==> config.mk <==
export PLATFORM = sky130hd
export DESIGN_NAME = reset_sequencer
export DESIGN_NICKNAME = d
export VERILOG_FILES = /design/src/rtl/reset_sequencer_pkg.sv /design/src/rtl/reset_sequencer.sv
export SDC_FILE = /design/constraint.sdc
export NUM_CORES = 1
export LEC_CHECK = 0
export ABC_AREA = 1
export CAP_MARGIN = 10
export CORE_ASPECT_RATIO = 0.9
export CORE_MARGIN = 2
export CORE_UTILIZATION = 59
export DETAILED_ROUTE_END_ITERATION = 10
export GPL_TIMING_DRIVEN = 0
export PLACE_DENSITY = 0.9
export SLEW_MARGIN = 5
export SYNTH_ARGS = -nofsm -noshare
export SYNTH_HDL_FRONTEND = slang
export SYNTH_SLANG_ARGS = --single-unit
==> constraint.sdc <==
create_clock -name clk -period 4.2 [get_ports clk]
set_input_delay 0.84 -clock clk [delete_from_list [all_inputs] [get_ports clk]]
set_output_delay 0.84 -clock clk [all_outputs]
set_load 0.02 [all_outputs]
==> src/rtl/reset_sequencer_pkg.sv <==
// Shared types and width helpers for the reset sequencer.
package reset_sequencer_pkg;

   // Sequencer states: hold all resets, wait on one stage's ack, sequence finished.
   typedef enum logic [1:0] {
      ST_ASSERT = 2'd0,
      ST_WAIT   = 2'd1,
      ST_IDLE   = 2'd2
   } seq_state_e;

   // Width of the stage index for a given stage count (at least one bit).
   function automatic int unsigned idx_width(input int unsigned n_stages);
      return (n_stages > 1) ? $clog2(n_stages) : 1;
   endfunction

   // Width of the shared hold/timeout counter: enough to reach max(hold, timeout)-1.
   function automatic int unsigned cnt_width(input int unsigned hold_cycles,
                                             input int unsigned ack_timeout);
      int unsigned m;
      m = (hold_cycles > ack_timeout) ? hold_cycles : ack_timeout;
      return (m > 1) ? $clog2(m) : 1;
   endfunction

endpackage

==> src/rtl/reset_sequencer.sv <==
// Orders the release of N_STAGES downstream resets: hold all of them for
// HOLD_CYCLES, then release one stage at a time, moving on when that stage
// acknowledges or after ACK_TIMEOUT cycles (flagging a sticky timeout error).
module reset_sequencer
   import reset_sequencer_pkg::*;
#(
   parameter int unsigned N_STAGES    = 3,
   parameter int unsigned HOLD_CYCLES = 16,
   parameter int unsigned ACK_TIMEOUT = 1024
) (
   input  logic                clk,
   input  logic                reset,
   input  logic                req,
   input  logic [N_STAGES-1:0] stage_ack,
   output logic [N_STAGES-1:0] stage_reset,
   output logic                busy,
   output logic                done,
   output logic [N_STAGES-1:0] timeout_err
);

   localparam int unsigned IDX_W = idx_width(N_STAGES);
   localparam int unsigned CNT_W = cnt_width(HOLD_CYCLES, ACK_TIMEOUT);

   localparam logic [IDX_W-1:0] LAST_IDX  = IDX_W'(N_STAGES - 1);
   localparam logic [CNT_W-1:0] HOLD_LAST = CNT_W'(HOLD_CYCLES - 1);
   localparam logic [CNT_W-1:0] ACK_LAST  = CNT_W'(ACK_TIMEOUT - 1);

   seq_state_e          state_q, state_d;
   logic [IDX_W-1:0]    idx_q, idx_d;
   logic [CNT_W-1:0]    cnt_q, cnt_d;
   logic [N_STAGES-1:0] stage_reset_q, stage_reset_d;
   logic                busy_q, busy_d;
   logic                done_q, done_d;
   logic [N_STAGES-1:0] timeout_err_q, timeout_err_d;

   logic                cur_ack;
   logic                cur_timeout;

   // Next-state logic: req restarts from any state; otherwise hold, then walk the stages.
   always_comb begin
      // NOTE: every signal gets a default before the case so no path leaves one unassigned (no latches).
      state_d       = state_q;
      idx_d         = idx_q;
      cnt_d         = cnt_q;
      stage_reset_d = stage_reset_q;
      busy_d        = busy_q;
      done_d        = 1'b0;
      timeout_err_d = timeout_err_q;
      cur_ack       = stage_ack[idx_q];
      cur_timeout   = (cnt_q == ACK_LAST);

      if (req) begin
         state_d       = ST_ASSERT;
         idx_d         = '0;
         cnt_d         = '0;
         stage_reset_d = '1;
         busy_d        = 1'b1;
         timeout_err_d = '0;
      end else begin
         case (state_q)
            ST_ASSERT: begin
               stage_reset_d = '1;
               busy_d        = 1'b1;
               if (cnt_q == HOLD_LAST) begin
                  state_d          = ST_WAIT;
                  idx_d            = '0;
                  cnt_d            = '0;
                  stage_reset_d[0] = 1'b0;
               end else begin
                  cnt_d = cnt_q + 1'b1;
               end
            end

            ST_WAIT: begin
               busy_d = 1'b1;
               if (cur_ack || cur_timeout) begin
                  // A timeout advances exactly like an ack, but leaves a sticky flag.
                  if (!cur_ack) begin
                     timeout_err_d[idx_q] = 1'b1;
                  end
                  cnt_d = '0;
                  if (idx_q == LAST_IDX) begin
                     state_d       = ST_IDLE;
                     stage_reset_d = '0;
                     busy_d        = 1'b0;
                     done_d        = 1'b1;
                  end else begin
                     idx_d = idx_q + 1'b1;
                     for (int i = 0; i < int'(N_STAGES); i++) begin
                        stage_reset_d[i] = (i > int'(idx_d));
                     end
                  end
               end else begin
                  cnt_d = cnt_q + 1'b1;
               end
            end

            ST_IDLE: begin
               stage_reset_d = '0;
               busy_d        = 1'b0;
            end

            default: begin
               state_d       = ST_ASSERT;
               idx_d         = '0;
               cnt_d         = '0;
               stage_reset_d = '1;
               busy_d        = 1'b1;
            end
         endcase
      end
   end

   // State and registered outputs; async reset holds every stage in reset.
   always_ff @(posedge clk or posedge reset) begin
      if (reset) begin
         state_q       <= ST_ASSERT;
         idx_q         <= '0;
         cnt_q         <= '0;
         stage_reset_q <= '1;
         busy_q        <= 1'b1;
         done_q        <= 1'b0;
         timeout_err_q <= '0;
      end else begin
         // NOTE: non-blocking assignments so every flop samples the pre-edge values.
         state_q       <= state_d;
         idx_q         <= idx_d;
         cnt_q         <= cnt_d;
         stage_reset_q <= stage_reset_d;
         busy_q        <= busy_d;
         done_q        <= done_d;
         timeout_err_q <= timeout_err_d;
      end
   end

   assign stage_reset = stage_reset_q;
   assign busy        = busy_q;
   assign done        = done_q;
   assign timeout_err = timeout_err_q;

endmodule

Word-level counts from Yosys, hierarchy flattened:

Cells that the tools add are included.

* order comparisons: 4
* muxes and demuxes: 35
* bitwise operators: 1
* eq/ne operators: 11
* div/mod/pow operators: 0
* add/sub/neg operators: 2
* reductions and logical operators: 8
* multiply operators: 0
* shift-type cells: 0

Operator list (number)
* 2-to-1 mux 10 bit: 3
* one-hot mux 10 bit (3 select lines): 1
* 2-to-1 mux 3 bit: 7
* 2-to-1 mux 2 bit: 8
* != test 3 bit (second input constant): 4
* one-hot mux 2 bit (3 select lines): 2
* adder 10 x 1 -> 10 bit (second input constant): 1
* == test 10 bit (second input constant): 1
* == test 10 x 4 -> 1 bit (second input constant): 1
* 2-to-1 mux 1 bit: 10
* one-hot mux 3 bit (3 select lines): 1
* AND reduction 4 bit: 2
* == test 2 bit (second input constant): 2
* != test 2 bit (second input constant): 2
* nonzero test 2 bit: 2
* < comparator 2 x 3 -> 1 bit (second input constant): 1
* OR 3 bit: 1
* AND reduction 3 bit: 1
* adder 2 x 1 -> 2 bit (second input constant): 1
* binary-select mux 1 bit (select 2 bit): 1
* demux 1 bit (select 2 bit): 1
* == test 2 x 1 -> 1 bit (second input constant): 1
* >= comparator 2 x 1 -> 1 bit (second input constant): 1
* greater-than comparator 1 x 2 -> 1 bit (first input constant): 1
* 5 further kinds: 5

* word-level logic and storage cells: 68
* output and inout bits: 8
* bits in writable memories: 0
* memory bits (read-only): 0
* bits of input ports: 6
* memories kept: 0
* flip-flop bits (word level): 22
* latch bits: 0

Depth between registers and ports, before layout:

* depth after elaboration: 9
* depth in mapped cells: 9
* mapped depth without buffers: 9

Worst setup path before layout:

OpenSTA, ideal clock, no wires.

* kind: input -> register
* start: in req
* end: reg cnt_q[8]
* required time: 4.087 ns
* setup slack: 2.592 ns
* arrival time: 1.495 ns
* buffers on the path: 1
* stages: 7
* setup time: 0.113 ns
* cells stage by stage: inv_4 nand3_4 buf_12 a31oi_1 nor2_1 nand2_1 inv_1

* longest elaborated chain between the ends: 1
* elaborated cells on any way between the ends: 2
* classes of those cells: eq/ne (1); mux (1)

RTL lines
* from (decl): RTL line reset_sequencer.sv:13 `input logic req,`
* != test 2 bit (no line) / 2-to-1 mux 10 bit (equally long branches)
* to (signal assigned): RTL line reset_sequencer.sv:128 `cnt_q <= cnt_d;`
* to (decl): RTL line reset_sequencer.sv:30 `logic [CNT_W-1:0] cnt_q, cnt_d;`

Several ways; a longest one is shown, not always the timed one.
A chain may end at the register's enable or synchronous reset.

Worst setup path after layout:

* start: reg stage_reset_q[1], in the netlist stage_reset[1]
* end: out stage_reset[1]

RTL lines
* from (decl): RTL line reset_sequencer.sv:31 `logic [N_STAGES-1:0] stage_reset_q, stage_reset_d;`
* from (signal assigned): RTL line reset_sequencer.sv:129 `stage_reset_q <= stage_reset_d;`
* to (decl): RTL line reset_sequencer.sv:15 `output logic [N_STAGES-1:0] stage_reset,`

No word-level cell between the ends.

==> results.py <==
metrics = {
    "timing": {
        "fin_crit_ps": 2284,
        "holdWs_ps": 470.8,
        "max_slew_margin_pct": 45.11,
        "drv_slew": 0,
        "fin_worst_skew_ps": 4.664,
        "fin_crit_sh_pct": 54.37,
        "tightest_slew_ps": 822.4,
        "fin_tns_setup_ps": 0,
        "hold_viol": 0,
        "rsz0062_at_grt": "false",
        "max_freq_mhz": 437.9,
        "setup_viol": 0,
    },
    "cts": {
        "cts_made_buffers": 3,
        "ctsHoldBuffers": 0,
        "cts_tree": "built",
        "cts_root_buffer": "clkbuf_4",
        "cts-resized-gates": 0,
        "insertion_delay_ps": 300,
        "clockBufferDepth": 2,
        "clock_sinks": 22,
        "htree_levels": 1,
        "clk_pin_slew_ps": 110,
        "cts_setup_buffers": 0,
    },
    "outcome": {
        "status": "completed",
    },
    "critical_path": {
        "r2r_start": "cnt_q[0]$_DFFE_PP0P_",
        "worstSetupEndpointType": "primary output",
        "cp.required_ps": 3360,
        "critPathTopFamily": "buffers and inverters",
        "cp-start-kind": "register",
        "crit_start": "stage_reset[1]$_DFFE_PP1P_",
        "worstPathCellList": "clkdlybuf4s50_1",
        "crit_fanout": 2,
        "max_stage_delay_ps": 600,
        "arrival_ps": 1440,
        "crit_type": "register to primary output",
        "crit_slowest_cell": "clkdlybuf4s50_1",
        "crit_buf_inv": 1,
    },
    "synth": {
        "synth.area.mux_share_pct": 0,
        "syn_area_um2": 1429,
        "synthAdderAreaFrac_pct": 4.378,
        "ys.warnings.count": 0,
        "ys_seq_area_share_pct": 38.88,
        "synth_compound_area_share_pct": 8.144,
        "synth_cell_types": 28,
        "synthSimpleGateAreaFrac_pct": 38.97,
        "synth_edf_count": 0,
        "synth-seq-cells": 22,
        "synth_most_common_cell": "nand2_1",
        "synth_xor_area_share_pct": 1.226,
        "syn_area_per_cell_um2": 8.505,
        "yosys.area.top_type_share_pct": 31.52,
        "synth_top_family_by_area": "simple AND/OR/NAND/NOR gates",
        "ys.flop_type": "dfrtp_1",
        "async_flop_share_pct": 100.0,
        "synth_area_leaders": "dfrtp_1, nand2_1, dfstp_2",
        "postSynthNetCount": 179,
        "yosysTopAreaCell": "dfrtp_1",
        "synth_common_cells": "nand2_1, inv_1, dfrtp_1",
        "synth_cells": 168,
    },
    "placed_design": {
        "place_inst": 208,
        "dp_hpwl_mm": 2.167,
        "dpl_cell_area_um2": 1593,
        "io_buffer_count": 13,
        "globalplace.congestion": 0.9612,
    },
    "die": {
        "start_util_pct": 63.73,
        "die-area_um2": 2832,
        "io_pins": 14,
        "fp.coreArea_um2": 2242,
        "row_count": 16,
        "die_x_um": 55.88,
        "die_y_um": 50.69,
    },
    "hold_path": {
        "min_from": "stage_reset[0]$_DFFE_PP1P_",
        "hp-class": "register to register",
    },
    "pwr": {
        "peakVddDrop_mv": 0.2796,
        "leakage_uw": 0.0007780,
        "power_density_nw_per_um2": 378.2,
    },
    "routing": {
        "totalWireLength_mm": 2.785,
        "viasPerCell": 5.557,
        "wl_per_cell_um": 13.14,
        "antenna_left": 0,
        "post-route-drc-count": 0,
        "vias": 1178,
        "first_pass_iters": 4,
        "drt_iter0_markers": 42,
    },
    "grt": {
        "gr-usage-all-layers_pct": 22.86,
        "grt_pass1_vias": 1151,
        "grt_pass1_wl_mm": 5.057,
        "grt_overflow": 0,
        "antenna_found_initial": 0,
        "grt_max_degree": 23,
    },
    "final_layout": {
        "final_util_pct": 72.66,
        "final_layout_size_suffix_gt1_share_pct": 24.86,
        "final_area_um2": 1629,
        "nFillCells": 166,
        "finalNonFillerCells": 212,
        "area_growth_pct": 14.01,
        "multi_input_area_um2": 753.2,
        "seqCellArea_um2": 555.5,
        "diodes": 0,
        "finalNetCount": 197,
    },
    "job": {
        "cap_violations": 0,
    },
}
[layout by cell type (no fill, tap or decap), drive strengths merged]
cell           synthesis  layout
nand2                 44      44
inv                   26      26
nor2                  23      23
dfrtp                 18      18
nand3                 14      14
clkdlybuf4s50          0      13
a21oi                 12      12
nand4                 10      10
ha                     5       5
dfstp                  4       4
o21ai                  4       4
clkbuf                 0       4
xor2                   2       2
nor3                   2       2
or2                    1       1
buf                    1       1
a31oi                  1       1
a21boi                 1       1
[flip-flops by register name (all words and copies together) (netlist names)]
name / cells
done: 1
busy: 1
cnt_q: 10
timeout_err: 3
stage_reset: 3
idx_q: 2
state_q: 2
[where the power goes]
group / switching (uW) / leakage [uW] / internal (uW) / total [uW]
combinational: 139 / 0.000468 / 87.6 / 227
sequential: 29.8 / 0.000289 / 247 / 277
clock: 59.9 / 0.0000210 / 52.9 / 113
[layer usage]
layer	GRT usage [%]	share of wire [%]
met1	27.91	44
met3	5.670	5.9
met5	0	0
met2	40.08	49
met4	7.143	0.97
[final cells by class]
type	count	area share, %
multi-input cells	119	46.24
flip-flops and latches	22	34.10
repair buffers	13	7.988
inverters	26	6.144
clock buffers	4	2.227
well taps	27	2.074
plain buffers	1	1.229
[metrics by stage]
stage	setup WS (ps)	total power, uW
finish	1916	616.2
detailed placement	1776	506.9
global route	1870	660.8
global placement	1805	497.0
floorplan	2592	449.7
CTS	1903	623.0
[cell families (layout without fill, tap and decap cells)]
kind of cell | after synthesis | after routing
AO/OA/AOI/OAI | 18 | 18
flip-flops | 22 | 22
buffers and inverters | 27 | 44
XOR/XNOR | 2 | 2
adder cells (fa/ha/maj) | 5 | 5
AND/OR/NAND/NOR | 94 | 94
[path summary, 6_finish.rpt]
path	cells after the start	end	slack (ps)
setup / recovery	1	stage_reset[1]	1920
min in group asynchronous	2	cnt_q[3]$_DFFE_PP0P_	990
hold reg to reg	2	stage_reset[0]$_DFFE_PP1P_	470
max in group asynchronous	2	timeout_err[0]$_DFFE_PP0P_	2710
setup reg to reg	8	cnt_q[2]$_DFFE_PP0P_	2670
hold / removal	2	stage_reset[0]$_DFFE_PP1P_	470
Note: power is estimated with default switching activity, not from simulation.
